## config.mk

```make
export PLATFORM = sky130hd
export DESIGN_NAME = apu_shared_arbiter
export DESIGN_NICKNAME = d
export VERILOG_FILES = /design/src/rtl/apu_package.sv /design/src/rtl/fifo_v3.sv /design/src/rtl/apu_shared_arbiter.sv
export SDC_FILE = /design/constraint.sdc
export NUM_CORES = 1
export LEC_CHECK = 0
export ABC_AREA = 1
export BUFFER_PORTS_ARGS = -buffer_cell sky130_fd_sc_hd__buf_2
export CORE_AREA = 4 4 272 274
export DETAILED_ROUTE_END_ITERATION = 10
export DIE_AREA = 0 0 276 278
export PLACE_DENSITY = 0.31
export SLEW_MARGIN = 20
export SYNTH_ARGS = -nofsm -noshare
export SYNTH_HDL_FRONTEND = slang
export SYNTH_SLANG_ARGS = --single-unit
```

## constraint.sdc

```tcl
create_clock -name clk_i -period 4.7 [get_ports clk_i]
set_clock_uncertainty 0.15 [all_clocks]
set_input_delay 0.705 -clock clk_i [delete_from_list [all_inputs] [get_ports clk_i]]
set_output_delay 0.705 -clock clk_i [all_outputs]
set_load 0.05 [all_outputs]
```

## src/rtl/apu_package.sv

```systemverilog
// apu_package: shared APU constants and the request-payload struct used by
// the core-side arbiter and the shared FP unit.
//   NARGS_CPU     operands per request
//   WOP_CPU       opcode width
//   NDSFLAGS_CPU  downstream (request) flag width
//   NUSFLAGS_CPU  upstream (response) flag width
//   WAPUTYPE      APU type selector width
package apu_package;

  localparam int unsigned NARGS_CPU    = 3;
  localparam int unsigned WOP_CPU      = 6;
  localparam int unsigned NDSFLAGS_CPU = 15;
  localparam int unsigned NUSFLAGS_CPU = 5;
  localparam int unsigned WAPUTYPE     = 3;
  localparam int unsigned APU_DATA_W   = 32;

  typedef struct packed {
    logic [WAPUTYPE-1:0]                     apu_type;
    logic [WOP_CPU-1:0]                      op;
    logic [NARGS_CPU-1:0][APU_DATA_W-1:0]    operands;
    logic [NDSFLAGS_CPU-1:0]                 flags;
  } apu_req_t;

  typedef enum logic {
    ARB_ST  = 1'b0,
    HOLD_ST = 1'b1
  } arb_state_e;

endpackage

```

## src/rtl/fifo_v3.sv

```systemverilog
// fifo_v3: small synchronous FIFO, common_cells-compatible parameters.
//   clk_i    clock
//   rst_ni   asynchronous active-low reset
//   flush_i  synchronous clear (empties the FIFO)
//   full_o / empty_o / usage_o  status; usage_o wraps to 0 when full
//   data_i / push_i             write side
//   data_o / pop_i              read side (data_o valid while !empty_o)
module fifo_v3 #(
  parameter bit          FALL_THROUGH = 1'b0,
  parameter int unsigned DATA_WIDTH   = 32,
  parameter int unsigned DEPTH        = 8,
  parameter int unsigned ADDR_DEPTH   = (DEPTH > 1) ? $clog2(DEPTH) : 1
) (
  input  logic                  clk_i,
  input  logic                  rst_ni,
  input  logic                  flush_i,
  output logic                  full_o,
  output logic                  empty_o,
  output logic [ADDR_DEPTH-1:0] usage_o,
  input  logic [DATA_WIDTH-1:0] data_i,
  input  logic                  push_i,
  output logic [DATA_WIDTH-1:0] data_o,
  input  logic                  pop_i
);

  logic [ADDR_DEPTH-1:0] rd_ptr_q, wr_ptr_q;
  logic [ADDR_DEPTH:0]   cnt_q;
  logic [DATA_WIDTH-1:0] mem_q [DEPTH];
  logic                  bypass, do_push, do_pop;

  assign full_o  = (cnt_q == (ADDR_DEPTH+1)'(DEPTH));
  // In fall-through mode an empty FIFO forwards the incoming word directly.
  assign bypass  = FALL_THROUGH && (cnt_q == '0) && push_i;
  assign empty_o = (cnt_q == '0) && !bypass;
  assign usage_o = cnt_q[ADDR_DEPTH-1:0];
  assign data_o  = bypass ? data_i : mem_q[rd_ptr_q];
  assign do_push = push_i && !full_o && !(bypass && pop_i);
  assign do_pop  = pop_i && !empty_o && !bypass;

  always_ff @(posedge clk_i or negedge rst_ni) begin
    if (!rst_ni) begin
      rd_ptr_q <= '0;
      wr_ptr_q <= '0;
      cnt_q    <= '0;
    end else if (flush_i) begin
      rd_ptr_q <= '0;
      wr_ptr_q <= '0;
      cnt_q    <= '0;
    end else begin
      if (do_push) wr_ptr_q <= wr_ptr_q + ADDR_DEPTH'(1);
      if (do_pop)  rd_ptr_q <= rd_ptr_q + ADDR_DEPTH'(1);
      case ({do_push, do_pop})
        2'b10:   cnt_q <= cnt_q + (ADDR_DEPTH+1)'(1);
        2'b01:   cnt_q <= cnt_q - (ADDR_DEPTH+1)'(1);
        default: ;
      endcase
    end
  end

  always_ff @(posedge clk_i) begin
    if (do_push) mem_q[wr_ptr_q] <= data_i;
  end

endmodule

```

## src/rtl/apu_shared_arbiter.sv

```systemverilog
// apu_shared_arbiter: round-robin arbiter sharing one FP unit among
// NB_CORES cores, with a tag FIFO routing in-order responses back.
//   clk_i, rst_i                 clock, synchronous active-high reset
//   core_req_i / core_gnt_o      per-core request handshake
//   core_*_i                     per-core request payload
//   core_rvalid_o                per-core response strobe (1 cycle)
//   core_rdata_o / core_rflags_o registered response, broadcast to all cores
//   unit_req_o / unit_gnt_i      handshake toward the shared unit
//   unit_*_o                     payload of the selected core
//   unit_rvalid_i/rdata/rflags   unit response, strictly in grant order
//   outstanding_o                tag FIFO fill level (0..MAX_OUTSTANDING)
//   spurious_o                   sticky: response arrived with no tag
//
// state   | meaning
// ARB     | selection recomputed each cycle, round-robin from rr_ptr
// HOLD    | unit stalled the request; selection frozen until handshake
module apu_shared_arbiter
  import apu_package::*;
#(
  parameter int unsigned NB_CORES        = 4,
  parameter int unsigned MAX_OUTSTANDING = 4
) (
  input  logic                           clk_i,
  input  logic                           rst_i,
  input  logic [NB_CORES-1:0]            core_req_i,
  output logic [NB_CORES-1:0]            core_gnt_o,
  input  logic [WAPUTYPE-1:0]            core_type_i     [NB_CORES],
  input  logic [WOP_CPU-1:0]             core_op_i       [NB_CORES],
  input  logic [31:0]                    core_operands_i [NB_CORES][NARGS_CPU],
  input  logic [NDSFLAGS_CPU-1:0]        core_flags_i    [NB_CORES],
  output logic [NB_CORES-1:0]            core_rvalid_o,
  output logic [31:0]                    core_rdata_o,
  output logic [NUSFLAGS_CPU-1:0]        core_rflags_o,
  output logic                           unit_req_o,
  input  logic                           unit_gnt_i,
  output logic [WAPUTYPE-1:0]            unit_type_o,
  output logic [WOP_CPU-1:0]             unit_op_o,
  output logic [31:0]                    unit_operands_o [NARGS_CPU],
  output logic [NDSFLAGS_CPU-1:0]        unit_flags_o,
  input  logic                           unit_rvalid_i,
  input  logic [31:0]                    unit_rdata_i,
  input  logic [NUSFLAGS_CPU-1:0]        unit_rflags_i,
  output logic [$clog2(MAX_OUTSTANDING):0] outstanding_o,
  output logic                           spurious_o
);

  localparam int unsigned IDX_W = $clog2(NB_CORES);
  localparam int unsigned CNT_W = $clog2(MAX_OUTSTANDING);

  arb_state_e             state_q;
  logic [IDX_W-1:0]       rr_ptr_q, rr_ptr_d, sel_q, sel_arb, sel, scan_idx, head_idx;
  logic                   found, any_req, handshake;
  logic                   fifo_full, fifo_empty, fifo_pop;
  logic [CNT_W-1:0]       fifo_usage;
  apu_req_t               sel_req;
  logic [NB_CORES-1:0]    rvalid_q;
  logic [31:0]            rdata_q;
  logic [NUSFLAGS_CPU-1:0] rflags_q;
  logic                   spurious_q;

  // First asserted request at or after rr_ptr, wrapping at NB_CORES.
  always_comb begin
    sel_arb  = rr_ptr_q;
    found    = 1'b0;
    scan_idx = rr_ptr_q;
    for (int i = 0; i < int'(NB_CORES); i++) begin
      if (!found && core_req_i[scan_idx]) begin
        found   = 1'b1;
        sel_arb = scan_idx;
      end
      scan_idx = (scan_idx == IDX_W'(NB_CORES-1)) ? '0 : scan_idx + IDX_W'(1);
    end
  end

  assign sel      = (state_q == HOLD_ST) ? sel_q : sel_arb;
  assign rr_ptr_d = (sel == IDX_W'(NB_CORES-1)) ? '0 : sel + IDX_W'(1);

  // Full blocks requests even if a pop lands this cycle; the push waits a cycle.
  assign any_req    = |core_req_i;
  assign unit_req_o = any_req && !fifo_full && !rst_i;
  assign handshake  = unit_req_o && unit_gnt_i;
  assign core_gnt_o = handshake ? (NB_CORES'(1) << sel) : '0;

  always_comb begin
    sel_req.apu_type = core_type_i[sel];
    sel_req.op       = core_op_i[sel];
    sel_req.flags    = core_flags_i[sel];
    for (int a = 0; a < int'(NARGS_CPU); a++) begin
      sel_req.operands[a] = core_operands_i[sel][a];
    end
  end

  assign unit_type_o  = sel_req.apu_type;
  assign unit_op_o    = sel_req.op;
  assign unit_flags_o = sel_req.flags;

  always_comb begin
    for (int a = 0; a < int'(NARGS_CPU); a++) begin
      unit_operands_o[a] = sel_req.operands[a];
    end
  end

  always_ff @(posedge clk_i) begin
    if (rst_i) begin
      state_q  <= ARB_ST;
      rr_ptr_q <= '0;
      sel_q    <= '0;
    end else begin
      case (state_q)
        ARB_ST: begin
          sel_q <= sel_arb;
          if (handshake) begin
            rr_ptr_q <= rr_ptr_d;
          end else if (unit_req_o) begin
            state_q <= HOLD_ST;
          end
        end
        HOLD_ST: begin
          if (handshake) begin
            rr_ptr_q <= rr_ptr_d;
            state_q  <= ARB_ST;
          end
        end
        default: state_q <= ARB_ST;
      endcase
    end
  end

  // The FIFO's own async reset is unused; flush gives it the synchronous reset.
  fifo_v3 #(
    .FALL_THROUGH (1'b0),
    .DATA_WIDTH   (IDX_W),
    .DEPTH        (MAX_OUTSTANDING)
  ) i_tag_fifo (
    .clk_i   (clk_i),
    .rst_ni  (1'b1),
    .flush_i (rst_i),
    .full_o  (fifo_full),
    .empty_o (fifo_empty),
    .usage_o (fifo_usage),
    .data_i  (sel),
    .push_i  (handshake),
    .data_o  (head_idx),
    .pop_i   (fifo_pop)
  );

  assign fifo_pop      = unit_rvalid_i && !fifo_empty && !rst_i;
  assign outstanding_o = {fifo_full, fifo_usage};

  always_ff @(posedge clk_i) begin
    if (rst_i) begin
      rvalid_q   <= '0;
      rdata_q    <= '0;
      rflags_q   <= '0;
      spurious_q <= 1'b0;
    end else begin
      rvalid_q <= '0;
      if (fifo_pop) begin
        rvalid_q <= NB_CORES'(1) << head_idx;
        rdata_q  <= unit_rdata_i;
        rflags_q <= unit_rflags_i;
      end
      if (unit_rvalid_i && fifo_empty) spurious_q <= 1'b1;
    end
  end

  assign core_rvalid_o = rvalid_q;
  assign core_rdata_o  = rdata_q;
  assign core_rflags_o = rflags_q;
  assign spurious_o    = spurious_q;

endmodule

```

==> impl_metrics.yaml <==
run_status:
  status: "complete, no violations"
grt:
  grt_max_degree: 121
  antenna_found_initial: 27
  overflow: 0
  grt_pass1_wl_um: 79700
  grt_pass1_vias: 12500
  grt_use_total: 0.134
cells_and_area:
  n_fill_cell: 8505
  final_common_cell: "nand2_1"
  area_growth_pct: 59.6
  finish.utilization: 0.184
  mostFrequentLayoutCells: "712 x nand2_1, 687 x buf_2, 367 x nand3_1, 265 x inv_1, 56 x dfxtp_1"
  layout-drive-gt1-share: 0.332
  num-nets-final: 2799
sta:
  fin_crit_ns: 4.25
  hold_viol: 0
  fmax_mhz: 235
  tns_ns: 0
  max_slew_margin: 0.335
  finalSetupViolations: 0
  slew_viol_final: 0
  fin_crit_sh: 0.905
  rsz0062_at_grt: "no"
  worst_slew_pin_slew_ns: 0.988
  whs_ns: 0.297
min_path:
  hold_path.class: "flop to flop"
worst_setup_path:
  crit_fanout: 87
  path_class: "flop to output pin"
  cp.required_ns: 3.85
  cp.arrival_ns: 3.40
  start_kind: "flop"
  crit_path_end_kind: "output pin"
floorplan:
  die_w_um: 276
  core.rowCount: 98
  start_util: 0.115
  pin_count: 695
  die_h_um: 278
  core-area_sq_um: 71400
  fp.dieArea_sq_um: 76700
power:
  power.share.clock: 0.092
  p_per_area_nw_per_um2: 598
  internal_power_w: 0.00267
  p_comb_frac: 0.827
  p_switching_w: 0.00517
  total_power_w: 0.00784
  peakVddDrop_uv: 327
  p_leak_nw: 8.12
  swShare: 0.660
  power_frac_seq: 0.080
cts:
  cts_root_buf: "clkbuf_16"
  clock-sinks: 64
  cts_buffers: 9
  cts_tree: "built"
  cts.path.max_buffers: 2
  cts_hold_buf: 0
  htree_levels: 3
  path_clk_slew_ns: 0.05
  cts_setup_buffers: 0
  clk_latency_ns: 0.33
  post_cts_resized: 0
detailed_routing:
  wl_um: 55000
  antenna_left: 0
  vias: 12300
  drc: 0
  wl_per_cell_um: 17.0
  drt_iter0_drc: 625
  viasPerCell: 3.80
  drt-pass1-iter-count: 5
logic_synthesis:
  syn_avg_cell_area_sq_um: 4.98
  synth_top_area_frac: 0.326
  synth_area_leaders: "nand2_1 33%, nand3_1 22%, dfxtp_1 14%, inv_1 12%, buf_2 3.0%"
  synth_cell_types: 28
  yosysTopAreaCell: "nand2_1"
  syn_nets: 2184
  synth-main-ff-cell: "dfxtp_1"
  async_flop_share: 0
  seq_area_frac_synth: 0.166
  synth_seq_cells: 64
  synth_edf_count: 8
  netlist_area_sq_um: 8220
  synth_warnings: 0
  syn_inst: 1651
run:
  max-cap-violations: 0
placement:
  portBuffers: 694
  gp_congestion: 0.906
  hpwlAfterDp_um: 44300
-- registers in the layout (all words and copies together) (netlist names), named ones only --
register and count:
core_rflags_o 5, i_tag_fifo.cnt_q 3, core_rvalid_o 4, i_tag_fifo.rd_ptr_q 2, sel_q 2, rr_ptr_q 2, i_tag_fifo.wr_ptr_q 2, spurious_o 1
core_rdata_o 32, i_tag_fifo.mem_q 8
-- power groups by stage --
| stage | clock [W] | sequential [W] | combinational, W |
|---|---|---|---|
| floorplan | 0 | 0.000731 | 0.00452 |
| global route | 0.000765 | 0.000636 | 0.00701 |
| global placement | 0 | 0.000642 | 0.00662 |
| detailed placement | 0 | 0.000642 | 0.00658 |
| CTS | 0.000748 | 0.000631 | 0.00660 |
| finish | 0.000724 | 0.000631 | 0.00649 |
-- cells by family (layout without fill, tap and decap cells) --
kind of cell               count (synthesis)  count (layout)  synth area share
AOI/OAI and AO/OA                         62              62            0.0390
adders and majority gates                  8               8            0.0131
buffers and inverters                    392            1012             0.207
DFF                                       64              64             0.166
other                                      0              19                 0
and+or+nand+nor                         1125            1125             0.575
-- area by class of cell --
| type | count | area, sq um | share of cell area |
|---|---|---|---|
| multi-input cells | 1195 | 5210 | 0.397 |
| flip-flops and latches | 64 | 1360 | 0.104 |
| clock inverters | 6 | 92.6 | 0.00706 |
| well taps | 950 | 1190 | 0.0906 |
| inverters | 269 | 1010 | 0.0773 |
| diodes | 19 | 47.5 | 0.00362 |
| repair buffers | 727 | 3980 | 0.303 |
| clock buffers | 10 | 229 | 0.0175 |
-- synth_stat cells, types with 2 or more instances --
library cell / n
nand2_1: 713
nand3_1: 368
inv_1: 265
dfxtp_1: 56
buf_2: 49
a21oi_1: 43
clkbuf_1: 41
nor2_1: 33
buf_6: 17
o21ai_0: 15
buf_4: 8
edfxtp_1: 8
buf_1: 7
ha_1: 7
inv_2: 3
nor3_2: 3
a32oi_1: 2
nand4_1: 2
nor3_1: 2
-- final timing paths --
| kind | startpoint | to | slack (ns) | cells past startpoint |
|---|---|---|---|---|
| hold reg to reg | spurious_o | spurious_o | 0.30 | 2 |
| setup reg to reg | rr_ptr_q[1] | rr_ptr_q[1] | 1.62 | 16 |
| hold / removal | spurious_o | spurious_o | 0.30 | 2 |
| setup / recovery | rr_ptr_q[1] | unit_operands_o[84] | 0.45 | 17 |
-- critical path: stages, from the launching register on --
cell and delay, ns:
dfxtp_1 0.39, ha_1 0.30, inv_1 0.16, nand2_1 0.09, nand2_1 0.08, nand2_1 0.05, nand2_1 0.07, nor2_1 0.04
nand2_1 0.12, nand3_1 0.15, nand3_4 0.16, buf_12 0.23, buf_12 0.35, nand3_1 0.12, nand2_1 0.22, nand2_1 0.09
nand2_1 0.07, buf_2 0.26
-- layer usage --
layer	routed length, um	part of all wire	track usage
met5	51	0.00093	0
met4	1310	0.024	0.0403
met3	3680	0.067	0.0348
met2	27700	0.50	0.238
met1	22300	0.41	0.158
-- per-stage QoR --
| step | cells | worst slack [ns] | area [sq um] |
|---|---|---|---|
| global placement | 3205 | 0.704 | 12700 |
| detailed placement | 3205 | 0.730 | 12700 |
| finish | 3240 | 0.447 | 13100 |
| floorplan | 1651 | 0.567 | 8220 |
| global route | 3238 | 0.0563 | 13100 |
| CTS | 3221 | 0.370 | 13100 |
No activity file was read; power rests on OpenSTA's default activity.
